===== config.mk =====
export PLATFORM = sky130hd
export DESIGN_NAME = controller_reader
export DESIGN_NICKNAME = d
export VERILOG_FILES = /design/src/rtl/controller_reader.sv
export SDC_FILE = /design/constraint.sdc
export NUM_CORES = 1
export LEC_CHECK = 0
export BUFFER_PORTS_ARGS = -buffer_cell sky130_fd_sc_hd__buf_2
export CAP_MARGIN = 30
export CELL_PAD_IN_SITES_DETAIL_PLACEMENT = 2
export CELL_PAD_IN_SITES_GLOBAL_PLACEMENT = 2
export CORE_ASPECT_RATIO = 1.5
export CORE_MARGIN = 2
export CORE_UTILIZATION = 40
export CTS_CLUSTER_DIAMETER = 100
export CTS_CLUSTER_SIZE = 30
export DETAILED_ROUTE_END_ITERATION = 10
export PLACE_DENSITY = 0.91
export SYNTH_ARGS = -nofsm -noshare
export SYNTH_HDL_FRONTEND = slang
export SYNTH_SLANG_ARGS = --single-unit

===== constraint.sdc =====
create_clock -name clock -period 4.4 [get_ports clock]
set_input_delay 0.44 -clock clock [delete_from_list [all_inputs] [get_ports clock]]
set_output_delay 0.44 -clock clock [all_outputs]
set_load 0.01 [all_outputs]

===== src/rtl/controller_reader.sv =====
// controller_reader: polls a serial game pad (latch strobe + 8 shifted bits) every POLL_CYCLES.
// Define CONTROLLER_SYNC_EN to add a 2-flop synchronizer on ctrl_data ahead of the sample point.
module controller_reader #(
    parameter int HALF_CYCLES = 300,
    parameter int POLL_CYCLES = 833333
) (
    input  logic       clock,
    input  logic       reset,
    input  logic       ctrl_data,
    output logic       ctrl_latch,
    output logic       ctrl_pulse,
    output logic [7:0] controller,
    output logic       valid
);
    // state | meaning
    // IDLE  | waiting for a poll request
    // LATCH | latch strobe high for two half-periods
    // LOW   | pulse low, bit sampled on the last cycle
    // HIGH  | pulse high, pad shifts to the next bit
    // DONE  | publish shadow to controller, strobe valid
    typedef enum logic [2:0] {IDLE, LATCH, LOW, HIGH, DONE} state_t;

    localparam int            TW         = $clog2(2 * HALF_CYCLES);
    localparam logic [TW-1:0] LATCH_LOAD = TW'(2 * HALF_CYCLES - 1);
    localparam logic [TW-1:0] HALF_LOAD  = TW'(HALF_CYCLES - 1);
    localparam logic [23:0]   POLL_LAST  = 24'(POLL_CYCLES - 1);

    state_t        r_state;
    state_t        w_next;
    logic [TW-1:0] r_timer;
    logic [TW-1:0] w_timer_next;
    logic [2:0]    r_idx;
    logic [2:0]    w_idx_next;
    logic [7:0]    r_shadow;
    logic [7:0]    w_shadow_next;
    logic [23:0]   r_poll;
    logic          r_req;
    logic          w_wrap;
    logic          w_data;
    logic          w_tc;
    logic          r_latch;
    logic          r_pulse;
    logic          r_valid;
    logic [7:0]    r_controller;

`ifdef CONTROLLER_SYNC_EN
    logic [1:0] r_sync;

    always_ff @(posedge clock or posedge reset) begin
        if (reset) r_sync <= 2'b11;
        else       r_sync <= {r_sync[0], ctrl_data};
    end

    assign w_data = r_sync[1];
`else
    assign w_data = ctrl_data;
`endif

    assign w_wrap = (r_poll == POLL_LAST);
    assign w_tc   = (r_timer == '0);

    // A wrap wins over consumption so a request landing on the IDLE cycle is never lost.
    always_ff @(posedge clock or posedge reset) begin
        if (reset) begin
            r_poll <= '0;
            r_req  <= 1'b1;
        end else begin
            r_poll <= w_wrap ? 24'd0 : r_poll + 24'd1;
            if (w_wrap)                       r_req <= 1'b1;
            else if (r_state == IDLE && r_req) r_req <= 1'b0;
        end
    end

    always_comb begin
        w_next        = r_state;
        w_timer_next  = r_timer;
        w_idx_next    = r_idx;
        w_shadow_next = r_shadow;
        case (r_state)
            IDLE: begin
                if (r_req) begin
                    w_next       = LATCH;
                    w_timer_next = LATCH_LOAD;
                end
            end
            LATCH: begin
                if (w_tc) begin
                    w_next       = LOW;
                    w_timer_next = HALF_LOAD;
                    w_idx_next   = 3'd0;
                end else begin
                    w_timer_next = r_timer - TW'(1);
                end
            end
            LOW: begin
                if (w_tc) begin
                    w_shadow_next[r_idx] = ~w_data;
                    w_timer_next         = HALF_LOAD;
                    w_next               = (r_idx == 3'd7) ? DONE : HIGH;
                end else begin
                    w_timer_next = r_timer - TW'(1);
                end
            end
            HIGH: begin
                if (w_tc) begin
                    w_next       = LOW;
                    w_timer_next = HALF_LOAD;
                    w_idx_next   = r_idx + 3'd1;
                end else begin
                    w_timer_next = r_timer - TW'(1);
                end
            end
            DONE:    w_next = IDLE;
            default: w_next = IDLE;
        endcase
    end

    // Outputs are decoded from the next state so they are flop outputs aligned with the state.
    always_ff @(posedge clock or posedge reset) begin
        if (reset) begin
            r_state      <= IDLE;
            r_timer      <= '0;
            r_idx        <= '0;
            r_shadow     <= '0;
            r_latch      <= 1'b0;
            r_pulse      <= 1'b0;
            r_valid      <= 1'b0;
            r_controller <= '0;
        end else begin
            r_state  <= w_next;
            r_timer  <= w_timer_next;
            r_idx    <= w_idx_next;
            r_shadow <= w_shadow_next;
            r_latch  <= (w_next == LATCH);
            r_pulse  <= (w_next == HIGH);
            r_valid  <= (w_next == DONE);
            if (w_next == DONE) r_controller <= w_shadow_next;
        end
    end

    assign ctrl_latch = r_latch;
    assign ctrl_pulse = r_pulse;
    assign controller = r_controller;
    assign valid      = r_valid;

endmodule


==> results of run 1 <==
## synth_stat cells, types with 2 or more instances
cell / instances
a21oi_1: 8
o31ai_1: 6
clkbuf_1: 3
nand3_1: 12
dfrtp_1: 59
nor4bb_1: 3
a31oi_1: 11
xnor2_1: 16
ha_1: 5
nor3_1: 8
and3_1: 2
o21ai_0: 10
or4b_1: 2
and4_1: 4
xor2_1: 4
buf_2: 5
nor4b_1: 2
nor4_2: 4
inv_1: 12
o22a_1: 3
buf_4: 2
o21ai_1: 7
mux2i_1: 2
nand4_1: 8
o41ai_1: 2
nand2_1: 32
nand2b_1: 4
nor4_1: 8
o2bb2ai_1: 2
nor2_1: 46
## registers in the layout, indices dropped and copies added, names as in the netlist
register and flops:
r_poll 24, controller 8, r_shadow 8, r_req 1, ctrl_pulse 1, r_state 3
valid 1, r_timer 10, r_idx 3, ctrl_latch 1
## where the power goes
part | internal (W) | switching (W) | leakage [nW]
Combinational | 0.00000147 | 0.0000119 | 0.487
Sequential | 0.000551 | 0 | 0.737
Clock | 0.000392 | 0.000240 | 0.122
## routing by layer
metal / routed length [µm] / GRT usage / vias to the layer above
li1: - / - / 1131
met1: 3260 / 0.258 / 1271
met2: 5170 / 0.468 / 23
met3: 162 / 0.0477 / 15
met4: 236 / 0.119 / 0
met5: 0 / 0 / -
## final cells by class
type	count	area [µm²]	area share
Clock buffer	10	138	0.0409
Clock inverter	6	111	0.0331
Inverter	12	45.0	0.0134
Multi-Input combinational cell	224	1360	0.405
Sequential cell	60	1500	0.446
Tap cell	100	125	0.0372
Timing Repair Buffer	15	80.1	0.0238
## cells in the final DEF, fill, tap and decap left out, types with 4 or more instances in the layout
master    count
a21oi_1       8
a31oi_1      11
and4_1        4
buf_2        13
clkbuf_8     10
dfrtp_1      59
ha_1          5
inv_1        11
nand2_1      32
nand2b_1      4
nand3_1      12
nand4_1       8
nor2_1       46
nor3_1        8
nor4_1        8
nor4_2        4
o21ai_0      10
o21ai_1       7
o31ai_1       6
xnor2_1      16
xor2_1        4
## per-stage QoR
step	std cells	setup WS, ps	utilization	hold WS (ps)
after floorplan	307	2480	-	442
after global placement	410	2150	0.430	468
after detailed placement	410	1960	0.430	487
after CTS	426	1830	0.465	344
after global routing	427	1670	0.466	370
final	427	1820	0.466	294
## logic make-up (layout without fill, tap and decap cells)
family                     after synthesis  count (layout)  synth area share
and+or+nand+nor                        142             142             0.250
adders and majority gates                5               5            0.0210
buffers and inverters                   23              43            0.0362
xor gates and xnor gates                20              20            0.0589
muxes                                    2               2           0.00673
DFF                                     60              60             0.505
AOI/OAI and AO/OA                       55              55             0.122
## path summary, 6_finish.rpt
check	from	depth (start not counted)	slack, ps	to
min reg2reg	r_poll[23]$_DFF_PP0_	1	490	r_poll[23]$_DFF_PP0_
min in group clock	ctrl_data	4	470	r_shadow[7]$_DFF_PP0_
max reg2reg	r_timer[0]$_DFFE_PP0P_	6	1820	r_state[0]$_DFF_PP0_
max in group asynchronous	reset	3	3570	r_timer[7]$_DFFE_PP0P_
min	reset	3	290	r_state[1]$_DFF_PP0_
max	r_timer[0]$_DFFE_PP0P_	6	1820	r_state[0]$_DFF_PP0_
## worst max-delay path, stage by stage, from the launching register on
cell      delay, ps
dfrtp_1         440
inv_1           110
ha_1            240
nor3b_2         640
and3_1          600
nand3b_1        160
a221oi_2        300
==> run_results.csv, run 1 <==
group,metric,value,unit
worst_hold_path,hold_path.class,"input port to async pin",
placement,port_buffers,13,
yosys,syn_inst,307,
final_layout,final_area,3370,µm²
yosys,syn_avg_cell_area,9.69,µm²
timing,slew_violations,0,
timing,fin_crit,2580,ps
clock_network,cts_buffer_depth,2,
run_status,status,"finished, final reports clean",
grt,antenna_found_initial,0,
die,fp.dieW,74.4,µm
route,wl_per_cell,20.7,µm
clock_network,post_cts_buffers,0,
yosys,ys_ff_latch,60,
yosys,synth_ff_type,"dfrtp_1",
placement,place_area,3110,µm²
clock_network,h-tree-depth,3,
power,peakVddDrop,0.201,mV
power,p_leak,1.35,nW
grt,grt_pass1_wl,14.9,mm
final_layout,fill_cells,792,
yosys,yosysTopAreaCell,"dfrtp_1",
critical_path,crit_path_end_kind,"flip-flop",
critical_path,path_max_fanout,14,
die,num_rows,38,
power,p_total,0.00120,W
yosys,synth_warnings,0,
yosys,netlist_top_cells_area,"dfrtp_1, nor2_1, xnor2_1",
yosys,seq_area_frac_synth,0.505,
run,cap_violations,0,
route,drtAntennaViolNets,0,
final_layout,n_antenna_cell,0,
die,fp.dieH,110,µm
timing,worstMarginPinSlew,847,ps
clock_network,cts_sinks,60,
yosys,syn_nets,315,
placement,place_congestion,0.791,
yosys,netlist_area,2970,µm²
clock_network,cts_tree,"yes",
timing,fin_setup_tns,0,ps
critical_path,worstPathArrival,2830,ps
route,vias_per_cell,5.71,
final_layout,syn_to_final_growth,13.2,%
clock_network,path_clk_slew,80,ps
die,start_util,0.412,
power,power_density,355,nW/µm²
grt,grt_max_degree,61,
die,ioPinCount,14,
clock_network,holdBufCountCts,0,
clock_network,root_buffer,"clkbuf_8",
die,dieArea,8160,µm²
critical_path,critical_path_required,4650,ps
grt,track_usage,0.250,
route,drcViolationCount,0,
yosys,synthArstFlopShare,1.00,
die,core_area,7230,µm²
route,num_vias,2440,
yosys,synth_edf_count,0,
clock_network,ctsResizeCount,0,
timing,setup_viol,0,
final_layout,nets,330,
timing,rsz0062_at_grt,"no",
grt,grt_pass1_vias,2813,
timing,fmax,0.387,GHz
timing,hold_violations,0,
timing,finalCritPeriodShare,0.587,
yosys,synth.distinct_cells,45,
route,drtIter0Drc,117,
critical_path,start_kind,"flip-flop",
clock_network,clk_latency,350,ps
route,dr.pass1.iters,4,
route,routed_wl,8.83,mm
critical_path,crit_type,"flip-flop to flip-flop",
placement,hpwl,5.52,mm
yosys,synth_top_area_frac,0.496,
timing,relSlewSlack,0.430,
clock_network,cts_buffers,9,
grt,overflow,0,
final_layout,drive_gt1_frac,0.128,
timing,skew,12.4,ps
(Power assumes the default switching activity.)
==> inputs of run 2 (changes only) <==
- CORE_UTILIZATION: 40 -> 35
- PLACE_DENSITY: 0.91 -> 0.85
- clock period: 4.4 -> 2.1 ns (I/O delays scaled with it)
==> run 2 against run 1 <==
Compared with the run above:
- first-iteration DRC count decreased by 19%
- die area rose by 14%
- sequential power is 110% higher
- fmax grew 34%
- wire length fell by 11%
- sequential share of layout area is 2.3 points lower
- cell area grew 5.5%
==> run_results.csv, run 2 (synthesis results as in run 1) <==
group,metric,value,unit
final_layout,final_cell_mix,"dfrtp_1, nor2_1, nand2_1, xnor2_1",
route,routed_wl,7.89,mm
die,fp.dieH,117,µm
worst_hold_path,hold_path.class,"input port to flip-flop",
timing,fmax,0.519,GHz
die,start_util,0.358,
clock_network,cts_buffers,9,
critical_path,critical_path_required,2300,ps
route,wl_per_cell,17.6,µm
die,ioPinCount,14,
final_layout,n_antenna_cell,0,
placement,port_buffers,13,
clock_network,cts_buffer_depth,2,
route,drcViolationCount,0,
final_layout,final-seq-area,1500,µm²
power,p_leak,1.44,nW
run,cap_violations,0,
clock_network,cts_sinks,60,
critical_path,crit_type,"flip-flop to flip-flop",
grt,overflow,0,
die,core_area,8310,µm²
final_layout,largest-register,"r_poll",
final_layout,fill_cells,934,
clock_network,root_buffer,"clkbuf_16",
final_layout,layout_commonest_cell,"dfrtp_1",
grt,grt_pass1_vias,2727,
placement,hpwl,5.51,mm
placement,place_congestion,0.772,
final_layout,syn_to_final_growth,19.4,%
timing,worstMarginPinSlew,511,ps
timing,slew_violations,0,
critical_path,crit_path_end_kind,"flip-flop",
route,drtAntennaViolNets,0,
final_layout,multi_input_area,1370,µm²
final_layout,top_regs,"r_poll x24, r_timer x10",
die,fp.dieW,79.3,µm
timing,fin_crit,1930,ps
route,vias_per_cell,5.51,
grt,grt_max_degree,61,
route,num_vias,2465,
route,drtIter0Drc,95,
final_layout,nets,343,
critical_path,path_max_fanout,14,
critical_path,start_kind,"flip-flop",
timing,fin_setup_tns,0,ps
grt,track_usage,0.191,
die,dieArea,9270,µm²
grt,grt_pass1_wl,13.6,mm
timing,relSlewSlack,0.656,
final_layout,fin_util,0.427,
grt,antenna_found_initial,0,
power,power_density,752,nW/µm²
timing,skew,8.63,ps
die,num_rows,41,
final_layout,largest_reg_flops,24,
timing,finalCritPeriodShare,0.917,
timing,hold_violations,0,
clock_network,clk_latency,330,ps
clock_network,path_clk_slew,60,ps
final_layout,drive_gt1_frac,0.168,
critical_path,worstPathArrival,2120,ps
power,peakVddDrop,0.467,mV
run_status,status,"finished, final reports clean",
clock_network,h-tree-depth,3,
clock_network,cts_tree,"yes",
timing,setup_viol,0,
route,dr.pass1.iters,4,
-- run 2: cell count changes in the layout (fill, tap and decap cells not counted), sizes merged --
cell,change
buf,+12
bufinv,-2
clkinv,+1
clkinvlp,+1
dlygate4sd3,+1
-- run 2: what timing repair did --
item                                    in CTS  in global routing
endpoints found under the setup margin       0                 12
setup buffers                                0                  1
hold endpoints to repair                    59                  0
resized for setup                            0                  4
hold buffers                                 1                  0
-- run 2: routing by layer --
metal / vias to the layer above / wire, µm / GRT usage / part of all wire
li1: 1162 / - / - / -
met1: 1277 / 3070 / 0.203 / 0.39
met2: 16 / 4560 / 0.368 / 0.58
met3: 10 / 121 / 0.0353 / 0.015
met4: 0 / 127 / 0.0770 / 0.016
met5: - / 0 / 0 / 0
-- run 2: worst paths after layout --
kind,start,endpoint,slack [ps],cells after the start
worst min-delay path,ctrl_data,r_shadow[2]$_DFF_PP0_,250,4
worst max-delay path,r_timer[0]$_DFFE_PP0P_,controller[4]$_DFFE_PP0N_,170,7
max in group asynchronous,reset,r_req$_DFFE_PP1P_,1320,4
worst max register to register,r_timer[0]$_DFFE_PP0P_,controller[4]$_DFFE_PP0N_,170,7
min in group asynchronous,reset,r_timer[1]$_DFFE_PP0P_,480,4
worst min register to register,r_shadow[3]$_DFF_PP0_,r_shadow[3]$_DFF_PP0_,470,2
-- run 2: final cells by class --
cell class	instances	area share
clock buffers	10	0.0673
well taps	107	0.0377
inverters	12	0.0127
repair buffers	28	0.0543
flip-flops and latches	60	0.423
multi-input cells	224	0.387
clock inverters	6	0.0180
-- run 2: power by group --
| part | switching (W) | total [W] | internal, W | leakage (nW) |
|---|---|---|---|---|
| sequential | 0 | 0.00116 | 0.00116 | 0.737 |
| combinational | 0.0000259 | 0.0000329 | 0.00000704 | 0.561 |
| clock | 0.000534 | 0.00148 | 0.000947 | 0.144 |
| total | 0.000560 | 0.00267 | 0.00211 | 1.44 |
-- run 2: through the flow --
step / total power [W] / std cells / hold WS [ps] / area (µm²) / worst slack [ps]
after floorplan: 0.00119 / 307 / 395 / 2970 / 352
after global placement: 0.00121 / 429 / 292 / 3220 / 181
after detailed placement: 0.00121 / 429 / 304 / 3220 / 97.7
after CTS: 0.00272 / 446 / 251 / 3530 / 49.0
after global routing: 0.00276 / 447 / 295 / 3550 / -14.0
final: 0.00267 / 447 / 251 / 3550 / 174
-- run 2: worst max-delay path, stage by stage, from the launching register on --
cell and delay, ps:
dfrtp_1 430, inv_1 90, ha_1 200, nor3b_2 180, buf_4 220, nand4_1 260, o31ai_2 300, a31oi_1 120
==> inputs of run 3 (changes only) <==
==> constraint.sdc (replaced) <==
create_clock -name clock -period 2.1 [get_ports clock]
set_input_delay 0.105 -clock clock [delete_from_list [all_inputs] [get_ports clock]]
set_output_delay 0.105 -clock clock [all_outputs]
set_load 0.01 [all_outputs]
==> run 3 against run 2 <==
Compared with the run above:
- final cell count up 0.22%
- fmax increased by 1.0%
- critical endpoint is now r_state[0]$_DFF_PP0_
- clock-buffer cell count down 1
- wire length is 4.2% higher
- sequential share of layout area up 0.12 points
- critical path type unchanged
- critical path depth did not move
- largest power group unchanged
- highest routed layer unchanged
- sequential power about the same
==> run_results.csv, run 3 (synthesis results as in run 1) <==
group,metric,value,unit
clock_network,cts_sinks,60,
critical_path,worstPathArrival,2150,ps
route,vias_per_cell,5.44,
power,power_density,757,nW/µm²
worst_hold_path,hp-start,"ctrl_data",
critical_path,crit_path_end_kind,"flip-flop",
timing,setup_viol,0,
grt,grt_pass1_wl,13.6,mm
critical_path,crit_slowest_cell,"dfrtp_1",
placement,hpwl,5.76,mm
die,dieArea,9270,µm²
route,drtAntennaViolNets,0,
timing,fin_ws,193,ps
final_layout,largest-register,"r_poll",
placement,dp_cells,430,
grt,track_usage,0.194,
run,cap_violations,0,
final_layout,top_regs,"r_poll x24, r_timer x10",
worst_hold_path,hold_path.class,"input port to flip-flop",
timing,finalCritPeriodShare,0.908,
grt,antenna_found_initial,0,
route,wl_per_cell,18.3,µm
grt,use_met2,0.388,
die,fp.dieW,79.3,µm
critical_path,path_max_fanout,14,
timing,slew_violations,0,
final_layout,final_cell_mix,"dfrtp_1, nor2_1, nand2_1, xnor2_1, buf_4",
clock_network,h-tree-depth,3,
critical_path,crit_type,"flip-flop to flip-flop",
final_layout,syn_to_final_growth,19.1,%
timing,worstMarginPinSlew,579,ps
clock_network,clk_latency,340,ps
placement,place_congestion,0.787,
grt,grt-busiest-layer,"met2",
placement,dp_slack,89.4,ps
final_layout,multi_input_area,1370,µm²
clock_network,root_buffer,"clkbuf_16",
grt,overflow,0,
die,ioPinCount,14,
power,p_total,0.00268,W
timing,skew,7.78,ps
final_layout,drive_gt1_frac,0.167,
clock_network,cts_buffer_depth,2,
route,num_vias,2437,
timing,rsz0062_at_grt,"no",
final_layout,fill_cells,896,
run_status,status,"finished, final reports clean",
die,start_util,0.358,
clock_network,cts_buffers,9,
timing,fin_crit,1910,ps
critical_path,cp-startpoint,"r_timer[0]$_DFFE_PP0P_",
critical_path,critical_path.max_stage_delay,430,ps
final_layout,n_antenna_cell,0,
timing,relSlewSlack,0.610,
die,fp.dieH,117,µm
grt,gr-usage-met3,0.0506,
clock_network,path_clk_slew,60,ps
timing,fin_setup_tns,0,ps
clock_network,cts_tree,"yes",
timing,fmax,0.524,GHz
critical_path,path_delay_family,"simple AND/OR/NAND/NOR gates",
final_layout,layout_commonest_cell,"dfrtp_1",
final_layout,layout.cells.non_filler,448,
critical_path,crit_path_cell_trace,"inv_1 > ha_1 > nor3b_2 > buf_4 > and3_2 > nand3b_1 > a221oi_2",
final_layout,final-seq-area,1500,µm²
route,drtIter0Drc,119,
power,peakVddDrop,0.384,mV
route,dr.pass1.iters,4,
worst_hold_path,whs_endpoint,"r_shadow[2]$_DFF_PP0_",
final_layout,nets,344,
die,num_rows,41,
grt,grt_max_degree,25,
critical_path,critPathBufInv,2,
timing,hold_violations,0,
power,p_leak,1.44,nW
route,drcViolationCount,0,
grt,grt_pass1_vias,2724,
route,routed_wl,8.22,mm
critical_path,worstReg2RegStart,"r_timer[0]$_DFFE_PP0P_",
placement,port_buffers,13,
critical_path,critical_path_required,2340,ps
die,core_area,8310,µm²
critical_path,reg2reg_slack,190,ps
critical_path,rr_endpoint,"r_state[0]$_DFF_PP0_",
final_layout,largest_reg_flops,24,
critical_path,r2r_cells,7,
worst_hold_path,holdPathStages,4,
grt,grtUsageMet1,0.185,
critical_path,start_kind,"flip-flop",
==> run 3: through the flow <==
stage          cell area, µm²  hold slack, ps  utilization
2_1_floorplan            2970             290            -
5_1_grt                  3540             158        0.426
3_5_place_dp             3220             137        0.387
4_1_cts                  3530             130        0.424
6_report                 3540             135        0.426
3_3_place_gp             3220             122        0.387
==> run 3: per-layer routing <==
| metal | routed length [µm] | up-vias | share of wire |
|---|---|---|---|
| met5 | 0 | - | 0 |
| met4 | 164 | 0 | 0.020 |
| met3 | 202 | 12 | 0.025 |
| met2 | 4700 | 26 | 0.57 |
| met1 | 3150 | 1246 | 0.38 |
| li1 | - | 1153 | - |
==> run 3: timing repair <==
item | CTS | global route
buffers inserted | 0 | 1
hold endpoints to repair | 16 | 0
resized for setup | 0 | 2
hold buffers | 1 | 0
endpoints found under the setup margin | 0 | 11
==> run 3: worst max-delay path by stage <==
| stage | depth (start not counted) | slack, ps | endpoint |
|---|---|---|---|
| 2_1_floorplan | 7 | 350 | controller[0]$_DFFE_PP0N_ |
| 3_3_place_gp | 7 | 190 | r_state[0]$_DFF_PP0_ |
| 3_5_place_dp | 7 | 90 | r_state[0]$_DFF_PP0_ |
| 4_1_cts | 7 | 40 | r_state[0]$_DFF_PP0_ |
| 5_1_grt | 7 | 10 | r_state[0]$_DFF_PP0_ |
| 6_report | 7 | 190 | r_state[0]$_DFF_PP0_ |
==> run 3: final cells by class <==
cell class	count	area share
repair buffers	29	0.0530
clock buffers	9	0.0636
inverters	12	0.0127
multi-input cells	224	0.387
well taps	107	0.0378
clock inverters	7	0.0216
flip-flops and latches	60	0.424
==> run 3: report_power, final <==
group / leakage (nW) / total [W] / switching [W] / internal [W]
logic: 0.559 / 0.0000314 / 0.0000259 / 0.00000551
registers: 0.737 / 0.00116 / 0 / 0.00116
clock network: 0.142 / 0.00149 / 0.000569 / 0.000923
==> run 3: tightest hold or removal path, delay by kind of cell <==
family	cells	cell delay [ps]
buffers and inverters	1	130
AND/OR/NAND/NOR	3	200
